<file path="src/rtl/idram_pkg.sv">
// idram_pkg: shared types, defaults and byte-merge helper for the IDRAM SRAM controller
package idram_pkg;

    localparam int AW_DEF = 15;

    typedef enum logic [1:0] {
        IDLE  = 2'd0,
        MERGE = 2'd1,
        PEND  = 2'd2
    } state_e;

    function automatic logic [31:0] byte_merge(
        input logic [31:0] old_w,
        input logic [31:0] new_w,
        input logic [3:0]  byteen
    );
        logic [31:0] r;
        for (int i = 0; i < 4; i++)
            r[8*i +: 8] = byteen[i] ? new_w[8*i +: 8] : old_w[8*i +: 8];
        return r;
    endfunction

endpackage

</file>
<file path="src/rtl/idram_wbuf.sv">
// idram_wbuf: one-entry posted write buffer holding a partial write and its merged word
// Ports: load latches a new partial write, store captures the merged word, clear empties;
//        hit compares req_addr against the held address, merged/data feed macro and bypass.
module idram_wbuf
    import idram_pkg::*;
#(
    parameter int AW = AW_DEF
) (
    input  logic          clk,
    input  logic          reset_n,
    input  logic          load,
    input  logic          store,
    input  logic          clear,
    input  logic [AW-1:0] req_addr,
    input  logic [3:0]    req_byteen,
    input  logic [31:0]   req_wrdata,
    input  logic [31:0]   sram_rdata,
    output logic [AW-1:0] addr,
    output logic [31:0]   data,
    output logic [31:0]   merged,
    output logic          hit
);

    logic          valid_q, valid_d;
    logic [AW-1:0] addr_q, addr_d;
    logic [3:0]    byteen_q, byteen_d;
    logic [31:0]   data_q, data_d;

    always_comb begin
        merged   = byte_merge(sram_rdata, data_q, byteen_q);
        hit      = valid_q & (addr_q == req_addr);
        valid_d  = clear ? 1'b0 : (load ? 1'b1 : valid_q);
        addr_d   = load ? req_addr : addr_q;
        byteen_d = load ? req_byteen : byteen_q;
        data_d   = load ? req_wrdata : (store ? merged : data_q);
        addr     = addr_q;
        data     = data_q;
    end

    always_ff @(posedge clk) begin
        if (!reset_n) begin
            valid_q  <= 1'b0;
            addr_q   <= '0;
            byteen_q <= '0;
            data_q   <= '0;
        end else begin
            valid_q  <= valid_d;
            addr_q   <= addr_d;
            byteen_q <= byteen_d;
            data_q   <= data_d;
        end
    end

endmodule

</file>
<file path="src/rtl/idram_sram_ctrl.sv">
// idram_sram_ctrl: IDRAM bus responder driving a 32-bit SRAM macro without byte enables
// Ports: idram_* request/response bus (busy stalls the requester), sram_* macro interface,
//        rmw_count saturating count of completed read-modify-write drains.
module idram_sram_ctrl
    import idram_pkg::*;
#(
    parameter int AW = AW_DEF
) (
    input  logic          clk,
    input  logic          reset_n,
    input  logic          idram_en,
    input  logic          idram_wr,
    input  logic [AW-1:0] idram_addr,
    input  logic [3:0]    idram_byteen,
    input  logic [31:0]   idram_wrdata,
    output logic [31:0]   idram_data,
    output logic          idram_busy,
    output logic          sram_ce,
    output logic          sram_we,
    output logic [AW-1:0] sram_addr,
    output logic [31:0]   sram_wdata,
    input  logic [31:0]   sram_rdata,
    output logic [15:0]   rmw_count
);

    logic [1:0]    state_q, state_d;
    logic          hit_q, hit_d;
    logic [31:0]   byp_q, byp_d;
    logic [15:0]   cnt_q, cnt_d;
    logic          in_merge, in_pend, is_full, is_part, busy_raw, accept;
    logic          acc_rd, acc_full, acc_part, drain, kill;
    logic [AW-1:0] buf_addr;
    logic [31:0]   buf_data, merged, drain_data;
    logic          buf_hit;

    always_comb begin
        in_merge   = state_q == MERGE;
        in_pend    = state_q == PEND;
        is_full    = idram_byteen == 4'hF;
        is_part    = (idram_byteen != 4'h0) & !is_full;
        busy_raw   = idram_en & idram_wr & ((is_part & (in_merge | in_pend)) | in_merge);
        accept     = idram_en & !busy_raw;
        acc_rd     = accept & !idram_wr;
        acc_full   = accept & idram_wr & is_full;
        acc_part   = accept & idram_wr & is_part;
        // the macro slot is free whenever the bus is idle or the request is stalled
        drain      = (in_merge | in_pend) & (!idram_en | busy_raw);
        // a full overwrite of the buffered word makes the pending merge obsolete
        kill       = in_pend & acc_full & buf_hit;
        drain_data = in_merge ? merged : buf_data;
        state_d    = acc_part ? MERGE : (drain | kill) ? IDLE : in_merge ? PEND : state_q;
        hit_d      = acc_rd & buf_hit;
        byp_d      = in_merge ? merged : buf_data;
        cnt_d      = (drain & (cnt_q != 16'hFFFF)) ? cnt_q + 16'd1 : cnt_q;
        idram_busy = reset_n & busy_raw;
        sram_ce    = reset_n & (acc_rd | acc_full | acc_part | drain);
        sram_we    = reset_n & (acc_full | drain);
        sram_addr  = reset_n ? (drain ? buf_addr : idram_addr) : '0;
        sram_wdata = reset_n ? (drain ? drain_data : idram_wrdata) : '0;
        idram_data = reset_n ? (hit_q ? byp_q : sram_rdata) : '0;
        rmw_count  = reset_n ? cnt_q : '0;
    end

    always_ff @(posedge clk) begin
        if (!reset_n) begin
            state_q <= IDLE;
            hit_q   <= 1'b0;
            byp_q   <= '0;
            cnt_q   <= '0;
        end else begin
            state_q <= state_d;
            hit_q   <= hit_d;
            byp_q   <= byp_d;
            cnt_q   <= cnt_d;
        end
    end

    idram_wbuf #(.AW(AW)) u_wbuf (
        .clk        (clk),
        .reset_n    (reset_n),
        .load       (acc_part),
        .store      (in_merge & !drain),
        .clear      (drain | kill),
        .req_addr   (idram_addr),
        .req_byteen (idram_byteen),
        .req_wrdata (idram_wrdata),
        .sram_rdata (sram_rdata),
        .addr       (buf_addr),
        .data       (buf_data),
        .merged     (merged),
        .hit        (buf_hit)
    );

endmodule

</file>
<file path="config.mk">
export PLATFORM = sky130hd
export DESIGN_NAME = idram_sram_ctrl
export DESIGN_NICKNAME = d
export VERILOG_FILES = /design/src/rtl/idram_pkg.sv /design/src/rtl/idram_wbuf.sv /design/src/rtl/idram_sram_ctrl.sv
export SDC_FILE = /design/constraint.sdc
export NUM_CORES = 1
export LEC_CHECK = 0
export ABC_AREA = 1
export BUFFER_PORTS_ARGS = -buffer_cell sky130_fd_sc_hd__buf_2
export CAP_MARGIN = 5
export CORE_AREA = 2 2 87 173
export CTS_CLUSTER_DIAMETER = 200
export DETAILED_ROUTE_END_ITERATION = 12
export DIE_AREA = 0 0 89 175
export GPL_TIMING_DRIVEN = 0
export PLACE_DENSITY = 0.75
export RECOVER_POWER = 25
export SKIP_LAST_GASP = 1
export SLEW_MARGIN = 20
export SYNTH_ARGS = -nofsm -noshare
export SYNTH_HDL_FRONTEND = slang
export SYNTH_SLANG_ARGS = --single-unit
</file>
<file path="constraint.sdc">
create_clock -name clk -period 1.9 [get_ports clk]
set_input_delay 0.19 -clock clk [delete_from_list [all_inputs] [get_ports clk]]
set_output_delay 0.19 -clock clk [all_outputs]
set_load 0.005 [all_outputs]
</file>
==> results.cfg <==
[power_and_ir_drop]
pwr-share-comb_pct = 36.8
p_seq_share_pct = 35.6
p_leak_uw = 0.00470
switching_power_uw = 2530
p_int_uw = 4660
p_per_area_nw_per_um2 = 798
power_uw = 7190
irDropWorstVdd_mv = 0.548
switching_share_pct = 35.2
clock_power_share_pct = 27.6

[setup_path]
cpMostUsedCell = buf_6
crit_path_cell_trace = inv_2, ha_4, inv_4, nand3_4, nand2_4, nand2_4, a21oi_4, buf_6, nor2_4, buf_6, buf_6, nor2_1, nor2_1, buf_2
cp-start-kind = flop
cp_top_family = buffers and inverters
r2r_slack_ns = -0.05
crit_slowest_cell = dfxtp_2
critPathBufInv = 6
cp_data_arrival_time_ns = 2.22
critPathMaxFanout = 5
worstPathRequired_ns = 1.71
path_class = reg2out
endpoint_kind = primary output
cpPeakStageDelay_ns = 0.34

[detailed_routing]
wire_per_inst_um = 16.7
dr_total_vias = 8355
dr.pass1.iters = 8
viasPerCell = 5.40
drtIter0Drc = 745
drcViolationCount = 0
ant_nets = 0
wl_um = 25800

[clock_network]
cts_max_level = 3
cts_tree = built
cts.sinks = 103
cts_buffers = 9
cts_root_buf = clkbuf_16
clk_pin_slew_worst_paths_ns = 0.07
ctsHoldBuffers = 0
clock_path_buffers = 2
clk_latency_ns = 0.35

[timing]
relSlewSlack_pct = 54.7
period_minus_slack_ns = 2.41
tns_ns = -21.64
clock.fmax_mhz = 414
worst_slack_ns = -0.513
min_period_over_period_pct = 127
maxSlewViolCount = 0
rsz0062_at_grt = yes
skew_ns = 0.00764
hold_viol = 0
worstMarginPinSlew_ns = 0.679
setup_viol = 79

[placed_design]
io_buffers = 183
gp_congestion = 0.954
dp_hpwl_um = 18100
place_ws_ns = -0.515
postPlaceCellArea_um2 = 7730

[logic_synthesis]
yosys_warnings = 0
avgSynthCellArea_um2 = 5.92
ys_seq_elements = 103
synth.distinct_cells = 31
synthesis.area_um2 = 6570
ys_seq_area_share_pct = 31.4
syn_nets = 1201
syn_inst = 1111

[global_route]
antenna_found_initial = 1
grt_first_pass_wirelength_um = 36500
grt_max_degree = 16
grt_pass1_vias = 7723
grt_usage_pct = 30.3
gr-total-overflow = 0

[floorplanning]
die-width_um = 89
dieArea_um2 = 15600
ioPinCount = 185
rows = 62
fp.coreArea_um2 = 14300
start_util_pct = 46.1
dieHeight_um = 175

[cells_and_area]
multi_input_area_um2 = 3830
final_cell_area_um2 = 9010
nets = 1438
drive_above_1_share_pct = 27.2
area_delta_synth_final_pct = 37.1
fillCellCount = 1376
register_area_um2 = 2070
fin_util_pct = 63.2

[outcome]
violations = negative setup slack
status = finished, violations left

[min_path]
min_path_type = in2reg

[job]
drv_cap = 0
metrics by stage:
step	instances	hold slack [ns]
floorplan	1111	0.265
CTS	1525	0.0502
global placement	1486	0.413
finish	1546	0.0596
detailed placement	1486	0.413
global route	1546	0.0523
kinds of logic (layout without fill, tap and decap cells):
logic type	count (synthesis)	count (layout)	share of synthesized area [%]
simple gates	438	439	27.3
compound gates	306	306	23.5
buf+inv	241	482	14.7
flops	103	103	31.4
xor+xnor	20	20	2.66
fa+ha+maj	3	3	0.571
other cells	0	1	0
area by class of cell:
| type | instances | share of cell area, % |
|---|---|---|
| diodes | 1 | 0.0278 |
| plain buffers | 71 | 5.76 |
| flip-flops and latches | 103 | 22.9 |
| multi-input cells | 768 | 42.4 |
| clock inverters | 2 | 0.416 |
| clock buffers | 14 | 3.04 |
| inverters | 167 | 7.18 |
| repair buffers | 228 | 15.5 |
| well taps | 192 | 2.66 |
Yosys cell counts:
library cell  number  share of area [%]
a21oi_1          145                 11
a21oi_4            1               0.25
buf_1              7               0.40
buf_2             22                1.7
buf_4              2               0.23
buf_6              3               0.51
clkbuf_1          39                2.2
clkbuf_2           1              0.076
clkinv_1           2               0.11
dfxtp_1          103                 31
ha_1               3               0.57
inv_1            161                9.2
inv_2              4               0.23
nand2_1          239                 14
nand2_2            2               0.19
nand2_4            2               0.34
nand3_1           55                4.2
nand3_2            3               0.46
nand3b_1           1               0.11
nand4_1            1              0.095
nand4_4            1               0.32
nor2_1           128                7.3
nor2_2             1              0.095
nor3_1             2               0.15
nor3_2             1               0.15
nor3b_1            1               0.11
nor4_1             1              0.095
o21ai_0          155                 12
o21ai_1            5               0.38
xnor2_1            5               0.67
xor2_1            15                2.0
state kept, by name, summed over array words and instances, names as in the netlist:
register / count
byp_q: 32
u_wbuf.addr: 15
cnt_q: 16
u_wbuf.data: 32
hit_q: 1
u_wbuf.byteen_q: 4
state_q: 2
u_wbuf.valid_q: 1
cells in the final DEF, fill, tap and decap left out, types with 13 or more instances in the layout:
| master | n |
|---|---|
| a21oi_2 | 19 |
| buf_6 | 14 |
| inv_1 | 159 |
| nand2_1 | 238 |
| clkbuf_1 | 19 |
| o21ai_1 | 13 |
| o21ai_0 | 144 |
| nor2_2 | 15 |
| nor2_1 | 105 |
| nand3_1 | 53 |
| clkbuf_2 | 14 |
| dfxtp_1 | 100 |
| a21oi_1 | 126 |
| buf_2 | 190 |
| buf_4 | 34 |
| xor2_1 | 15 |
repair_timing:
item                       4_1_cts  5_1_grt
setup buffers                   20       21
resized for setup               65      139
setup endpoints to repair      125      147
pin swaps                       10       16
cloned                           3        4
power by group through the flow:
stage	Clock, µW	Combinational [µW]	Sequential [µW]
2_1_floorplan	0	1300	2560
3_3_place_gp	0	1960	2590
3_5_place_dp	0	1990	2590
4_1_cts	1990	2210	2550
5_1_grt	2080	2860	2580
6_report	1980	2640	2560
worst paths after layout:
path                               startpoint                     endpoint  cells after the start
setup / recovery      state_q[0]$_SDFFE_PN0P_                sram_wdata[3]                     14
hold / removal                       idram_wr             hit_q$_SDFF_PN0_                      2
setup reg to reg      state_q[0]$_SDFFE_PN0P_  u_wbuf.data[5]$_SDFFE_PN0P_                     14
hold reg to reg   u_wbuf.addr[5]$_SDFFE_PN0P_  u_wbuf.addr[5]$_SDFFE_PN0P_                      2
metal layers:
metal / global-route usage, % / share of wire (%) / routed length, µm / vias to the layer above
li1: - / - / - / 3977
met1: 30.2 / 33 / 8530 / 3791
met2: 56.3 / 53 / 13700 / 445
met3: 3.87 / 6.5 / 1690 / 142
met4: 18.7 / 7.2 / 1860 / 0
met5: 0 / 0 / 0 / -
(Power assumes the default switching activity.)
